===== src/rtl/i2c_master_byte_ctrl.sv =====
// i2c_master_byte_ctrl: byte-level I2C sequencer that feeds the bit controller one START/WRITE/READ/STOP at a time.
// Optional watchdog enabled by `define I2C_BYTE_CTRL_TIMEOUT_EN (adds timeout_i/timeout_o).
module i2c_master_byte_ctrl (
  input  logic        clk_i,
  input  logic        rst_n_i,
  input  logic        ena_i,
  input  logic        start_i,
  input  logic        stop_i,
  input  logic        read_i,
  input  logic        write_i,
  input  logic        ack_i,
  input  logic [7:0]  din_i,
`ifdef I2C_BYTE_CTRL_TIMEOUT_EN
  input  logic [15:0] timeout_i,
  output logic        timeout_o,
`endif
  output logic        cmd_ack_o,
  output logic        ack_o,
  output logic [7:0]  dout_o,
  output logic        i2c_al_o,
  output logic [3:0]  bit_cmd_o,
  input  logic        bit_ack_i,
  input  logic        bit_al_i,
  input  logic        bit_dat_i,
  output logic        bit_dat_o
);
  localparam logic [3:0] cmd_nop   = 4'b0000;
  localparam logic [3:0] cmd_start = 4'b0001;
  localparam logic [3:0] cmd_stop  = 4'b0010;
  localparam logic [3:0] cmd_write = 4'b0100;
  localparam logic [3:0] cmd_read  = 4'b1000;
  typedef enum logic [2:0] {st_idle, st_start, st_write, st_read, st_ack, st_stop} state_t;
  state_t state;
  logic [7:0] sr;
  logic [2:0] cnt;
  logic go, tmo;
  assign go = (read_i | write_i | stop_i) & ~cmd_ack_o;
  assign dout_o = sr;
  assign bit_dat_o = (state == st_ack) ? ack_i : sr[7];
`ifdef I2C_BYTE_CTRL_TIMEOUT_EN
  logic [15:0] tcnt;
  // fires on the clock that would bring the stall counter up to timeout_i
  assign tmo = (state != st_idle) && !bit_ack_i && (timeout_i != 16'd0) && (tcnt + 16'd1 == timeout_i);
  always_ff @(posedge clk_i or negedge rst_n_i)
    if (!rst_n_i) begin
      tcnt <= 16'd0;
      timeout_o <= 1'b0;
    end else if (!ena_i || state == st_idle || bit_ack_i || tmo) begin
      tcnt <= 16'd0;
      timeout_o <= ena_i & tmo;
    end else begin
      tcnt <= tcnt + 16'd1;
      timeout_o <= 1'b0;
    end
`else
  assign tmo = 1'b0;
`endif
  always_ff @(posedge clk_i or negedge rst_n_i)
    if (!rst_n_i) begin
      state <= st_idle;
      bit_cmd_o <= cmd_nop;
      cmd_ack_o <= 1'b0;
      ack_o <= 1'b0;
      i2c_al_o <= 1'b0;
      sr <= 8'h00;
      cnt <= 3'd0;
    end else if (!ena_i) begin
      state <= st_idle;
      bit_cmd_o <= cmd_nop;
      cmd_ack_o <= 1'b0;
      ack_o <= 1'b0;
      i2c_al_o <= 1'b0;
      sr <= 8'h00;
      cnt <= 3'd0;
    end else begin
      cmd_ack_o <= 1'b0;
      i2c_al_o <= bit_al_i;
      if (bit_al_i || tmo) begin
        state <= st_idle;
        bit_cmd_o <= cmd_nop;
        sr <= 8'h00;
        cnt <= 3'd0;
      end else case (state)
        st_idle: if (go) begin
          sr <= din_i;
          cnt <= 3'd7;
          state <= start_i ? st_start : read_i ? st_read : write_i ? st_write : st_stop;
          bit_cmd_o <= start_i ? cmd_start : read_i ? cmd_read : write_i ? cmd_write : cmd_stop;
        end
        st_start: if (bit_ack_i) begin
          state <= read_i ? st_read : st_write;
          bit_cmd_o <= read_i ? cmd_read : cmd_write;
        end
        st_write, st_read: if (bit_ack_i) begin
          sr <= {sr[6:0], bit_dat_i};
          // the ACK bit travels the opposite way: we drive it after a read, sample it after a write
          if (cnt == 3'd0) begin
            state <= st_ack;
            bit_cmd_o <= (state == st_read) ? cmd_write : cmd_read;
          end else cnt <= cnt - 3'd1;
        end
        st_ack: if (bit_ack_i) begin
          ack_o <= bit_dat_i;
          state <= stop_i ? st_stop : st_idle;
          bit_cmd_o <= stop_i ? cmd_stop : cmd_nop;
          cmd_ack_o <= ~stop_i;
        end
        st_stop: if (bit_ack_i) begin
          state <= st_idle;
          bit_cmd_o <= cmd_nop;
          cmd_ack_o <= 1'b1;
        end
        default: state <= st_idle;
      endcase
    end
endmodule


===== config.mk =====
export PLATFORM = sky130hd
export DESIGN_NAME = i2c_master_byte_ctrl
export DESIGN_NICKNAME = d
export VERILOG_FILES = /design/src/rtl/i2c_master_byte_ctrl.sv
export SDC_FILE = /design/constraint.sdc
export NUM_CORES = 1
export LEC_CHECK = 0
export ABC_AREA = 1
export BUFFER_PORTS_ARGS = -buffer_cell sky130_fd_sc_hd__buf_2
export CORE_MARGIN = 3
export CORE_UTILIZATION = 39
export CTS_CLUSTER_DIAMETER = 60
export DETAILED_ROUTE_END_ITERATION = 12
export GPL_TIMING_DRIVEN = 0
export HOLD_SLACK_MARGIN = 0.02
export SYNTH_ARGS = -nofsm -noshare
export SYNTH_HDL_FRONTEND = slang
export SYNTH_SLANG_ARGS = --single-unit

===== constraint.sdc =====
create_clock -name clk_i -period 1.95 [get_ports clk_i]
set_input_delay 0.2925 -clock clk_i [delete_from_list [all_inputs] [get_ports clk_i]]
set_output_delay 0.2925 -clock clk_i [all_outputs]
set_load 0.03 [all_outputs]

Word level (Yosys, flattened, before mapping) --
Cells that the tools add are included.
Word-level totals: bits of input ports 19, bits in registers 21, output and inout bits 16, logic and storage cells 89
Operators by class: bitwise operators 5, equality and inequality tests 17, $add $sub $neg 1, reduce and logical (&&, ||, !) cells 8, mux-type cells 51
Operator list (number):
- two-way mux 3 bit | 18
- two-way mux 4 bit | 12
- two-way mux 8 bit | 4
- != test 4 bit, second input constant | 7
- one-hot mux 4 bit (5 select lines) | 1
- one-hot mux 8 bit (2 select lines) | 1
- one-hot mux 3 bit (5 select lines) | 1
- two-way mux 1 bit | 11
- != test 7 x 1 -> 1 bit, second input constant | 1
- AND reduction 7 bit | 1
- equality test 3 x 2 -> 1 bit, second input constant | 2
- equality test 3 bit, second input constant | 2
- logical NOT 3 bit | 2
- one-hot mux 3 bit (2 select lines) | 1
- AND reduction 3 bit | 2
- AND reduction 6 bit | 1
- != test 2 x 1 -> 1 bit, second input constant | 2
- != test 4 x 1 -> 1 bit, second input constant | 1
- AND reduction 4 bit | 1
- equality test 3 x 1 -> 1 bit, second input constant | 1
- subtractor 3 x 1 -> 3 bit, second input constant | 1
- two-way mux 2 bit | 1
- != test 2 bit, second input constant | 1
- NOT 1 bit | 2
- other kinds (4) | 5

Longest topological paths before layout --
depth in word-level cells 7, depth in mapped cells 10, gate-level depth less buffers 9

Worst setup path before layout --
No wires, ideal clock.
path kind flip-flop to output port, from register state[2], to output port bit_dat_o, arrival 1.353 ns, cell stages (with the launch flop) 4, path slack 0.304 ns, required time 1.657 ns, path buffers 0, cell sequence dfrtp_1 -> inv_2 -> nor3_1 -> o21ai_0
On the way: cells in the longest elaborated chain, start to end 2
RTL lines:
- from (decl) | RTL line 33 | state_t state;
- from (signal assigned) | RTL line 60 | state <= st_idle;
- from (signal assigned) | RTL line 68 | state <= st_idle;
- from (signal assigned) | RTL line 79 | state <= st_idle;
- equality test 3 bit | RTL line 39 | assign bit_dat_o = (state == st_ack) ? ack_i : sr[7];
- two-way mux 1 bit | RTL line 39
- to (decl) | RTL line 25 | output logic bit_dat_o
No other way between the ends.

Final worst setup path --
Ends and elaborated chain as after synthesis.

==> implementation parameters <==
Parameter                              Value

STA
  Worst clock skew on the final layout    5.85 ps
  Final setup vio count    0
  Final critical-path share of the clock period    a little over 90%
  Max-slew violation total from the final report    0
  Maximum clock rate    0.549 GHz
  Measured slew at the worst slew-check pin    between 400 and 500 ps
  Final worst-path setup slack    approximately 130 ps
  Unrepaired setup endpoints after global routing    no
  Setup TNS    0 ps
  Final hold vios    0
  Final critical delay including setup and external delays    1820 ps
  Slew headroom    about two thirds

Floorplanning
  Overall die width    ~68 microns
  Vertical die dimension    67.7 microns
  Die Footprint    about 4600 sq um
  Core Box Area    around 3500 sq um
  Number of top-level pins    35
  Starting utilization of the core area    42.5%
  Standard-cell rows    21

Clock network
  Count of clock tree sinks    21
  Clock transition at the register clock pins on the worst setup and hold paths after CTS    roughly 80 ps
  TritonCTS clock tree    yes
  Clock Tree Buf Depth    2
  Number of clock buffers inserted by TritonCTS    3
  Root buffer cell    sky130_fd_sc_hd__clkbuf_8
  Worst-skew pair later-pin latency    around 260 ps
  H-tree levels    1

Pwr
  Internal cell power    roughly 0.7 mW
  Switching share of power    between 30% and 40%
  Power per Cell Area    between 600 and 700 nW/um^2
  Logic pwr share    a little under a third
  IR drop worst, VDD    a little over 0.3 mV
  Cell leakage power    0.954 nW
  P_sw    0.378 mW
  Clock group share of total power    roughly a quarter
  Relative contribution of sequential cells to total power    ~44%

Yosys
  Post-synthesis average cell area    about 7.6 sq um
  Share of the synthesized area in compound gates (AO/OA/AOI/OAI)    13.0%
  Share of synthesized area spent on multiplexers    0%
  Synth unique cells    25
  Sequential cell area fraction in the yosys report    a little over a third
  Post-synthesis adder-cell area fraction    ~1.7%
  Top cells by area in the synthesized netlist    sky130_fd_sc_hd__dfrtp_1, sky130_fd_sc_hd__nand2_1, sky130_fd_sc_hd__nand3_1
  Share of the synthesized area in the top cell type    around 35%
  Xor/xnor share of the synthesized area    0%
  Synth Warn #    0
  Dominant combinational cell family by area after synthesis    simple AND/OR/NAND/NOR gates
  Number of cells produced by synthesis    between 150 and 200
  Share of synthesized cell area in and, or, nand and nor gates    39.3%
  Mapped Area    ~1500 sq um
  Total nets after synthesis    ~220
  Library cell occupying the most area in the post-synthesis netlist    sky130_fd_sc_hd__dfrtp_1
  Flops & latches, synth    21

Cells and area
  Share of the core filled with cells    between 50% and 60%
  Final Cell Area    ~1800 sq um
  Antenna diode instance count    0
  P&R area growth vs syn    19.4%
  Multi-input gate area    roughly 810 sq um
  Filler cells    348
  Net count reported at finish    roughly 260
  Area used by sequential logic in the layout    around 530 sq um
  Fraction of final layout cells sized beyond drive strength 1    between 30% and 40%

Global route
  Overall global routing resource usage    15.3%
  Wire length of the first global-routing pass    around 5400 microns
  GRT overflow    0
  Pin count of the biggest net entering global routing    22
  Vias in the first global route    roughly 1.2k
  Initial antenna violation count    0

Worst setup path
  Crit path arrival time    about 1500 ps
  Cells traversed along the worst timing path    inv_2 -> nor3_2 -> nand2_1 -> o21ai_0 -> buf_2
  Endpoint of the lowest-slack register-to-register path    bit_cmd_o[3]$_DFFE_PN0P_
  Worst reg2reg setup slack    around 370 ps
  Launch instance of the worst register-to-register path    state[0]$_DFFE_PN0P_
  Critical path endpoint category    primary output
  Worst R2R Path Depth    7
  Largest stage delay, worst path    500 ps
  CP Capture Point    bit_dat_o
  CP startpoint kind    register
  Crit path launch    state[2]$_DFFE_PN0P_
  Maximum net fanout on the critical path    7
  Type of the setup path with the least slack    register to primary output
  Highest-delay cell along the critical path    sky130_fd_sc_hd__dfrtp_1
  Required time at the worst-slack endpoint    1660 ps

Placed design
  Placement-stage cell area    approximately 1700 sq um
  Dpl ws    slightly above 200 ps
  Final HPWL DP    2530 microns
  Number of input and output port buffers inserted    34
  Global placement routability congestion    between 0.8 and 0.9

Routing
  Top routing layer used    met4
  Total number of vias    between 1k and 1.5k
  Antenna-violating nets left    0
  Iter 0 DRT Violations    between 70 and 80
  DRC violation count after routing    0
  Via count normalized by instance count    between 4 and 5
  Number of iterations in the first detailed-routing pass    4
  Detailed Route WL    ~3200 microns
  Met2 Wirelength    approximately 1400 microns
  Length of routed met3 wiring    around 160 microns
  Wire per inst    roughly 11 microns
  Wire length on met1    about 1600 microns

Run
  Max-cap check violation count    0

Min path
  Worst hold-check path type    input pin to register

Status
  Status    completed
worst min-delay path by stage:
stage,end,start,depth (start not counted)
6_report,i2c_al_o$_DFF_PN0_,bit_al_i,3
5_1_grt,i2c_al_o$_DFF_PN0_,bit_al_i,3
4_1_cts,i2c_al_o$_DFF_PN0_,bit_al_i,3
3_5_place_dp,cnt[2]$_DFFE_PN0P_,rst_n_i,1
3_3_place_gp,cnt[2]$_DFFE_PN0P_,rst_n_i,1
2_1_floorplan,ack_o$_DFFE_PN0P_,rst_n_i,0
final cells by class:
| class | instances | area share, % |
|---|---|---|
| clock buffer | 4 | 2.54 |
| multi-input combinational | 143 | 45.5 |
| buffer | 3 | 2.19 |
| tap | 46 | 3.25 |
| inverter | 29 | 6.70 |
| timing repair buffer | 35 | 10.2 |
| sequential | 21 | 29.6 |
cell families (layout without fill, tap and decap cells):
kind of cell,after synthesis,after routing
adder cells (fa/ha/maj),2,2
AO/OA/AOI/OAI,31,31
flip-flops,21,21
buffers and inverters,32,71
AND/OR/NAND/NOR,110,110
registers in the layout (all words and copies together) (netlist names):
register	cells
cnt	3
cmd_ack_o	1
i2c_al_o	1
bit_cmd_o	4
dout_o	8
state	3
ack_o	1
synthesized netlist by cell type, drive strengths merged:
master and number:
nor2 21, nand3 20, buf 3, a31oi 1, a21oi 2, dfrtp 21
o211ai 1, o21ai 27, nand2 66, inv 28, ha 2, nor3 3
clkinv 1
through the flow:
stage	instances	power, mW	hold slack [ps]
2_1_floorplan	196	0.730	-3.09
3_3_place_gp	276	0.820	284
3_5_place_dp	276	0.821	288
4_1_cts	281	1.12	219
5_1_grt	281	1.17	252
6_report	281	1.10	226
worst max-delay path: cells and delay by family (launching register included):
kind            cells  cell delay, ps
compound gates      1              70
flops               1             500
buf+inv             2             330
simple gates        2             360
layer usage:
metal  vias up  global-route usage (%)
li1        702                       -
met1       604                    22.6
met2        28                    22.7
met3         2                    3.99
met4         0                    2.28
met5         -                       0
power groups by stage:
stage	sequential [mW]	clock (mW)	combinational, mW
6_report	0.479	0.286	0.334
5_1_grt	0.483	0.316	0.374
4_1_cts	0.479	0.302	0.337
3_5_place_dp	0.488	0	0.333
3_3_place_gp	0.488	0	0.333
2_1_floorplan	0.525	0	0.205
placed cells by master (no fill, tap or decap), types with 2 or more instances in the layout:
cell / n
sky130_fd_sc_hd__clkbuf_8: 3
sky130_fd_sc_hd__a21oi_1: 2
sky130_fd_sc_hd__nor2_1: 13
sky130_fd_sc_hd__nand2_2: 3
sky130_fd_sc_hd__dfrtp_1: 21
sky130_fd_sc_hd__inv_4: 2
sky130_fd_sc_hd__nand2_8: 2
sky130_fd_sc_hd__o21ai_2: 9
sky130_fd_sc_hd__ha_1: 2
sky130_fd_sc_hd__buf_2: 34
sky130_fd_sc_hd__nand2_4: 4
sky130_fd_sc_hd__nand3_1: 20
sky130_fd_sc_hd__o21ai_0: 15
sky130_fd_sc_hd__inv_1: 25
sky130_fd_sc_hd__nand2_1: 57
sky130_fd_sc_hd__o21ai_1: 3
sky130_fd_sc_hd__nor2_4: 5
sky130_fd_sc_hd__nor3_1: 2
sky130_fd_sc_hd__nor2_8: 2
what timing repair did:
item | CTS | global route
endpoints found under the setup margin | 1 | 0
endpoints found under the hold margin | 21 | 0
gates resized for setup | 1 | 0
setup buffers | 0 | 0
hold buffers | 1 | 0
Note: power is estimated with default switching activity, not from simulation.
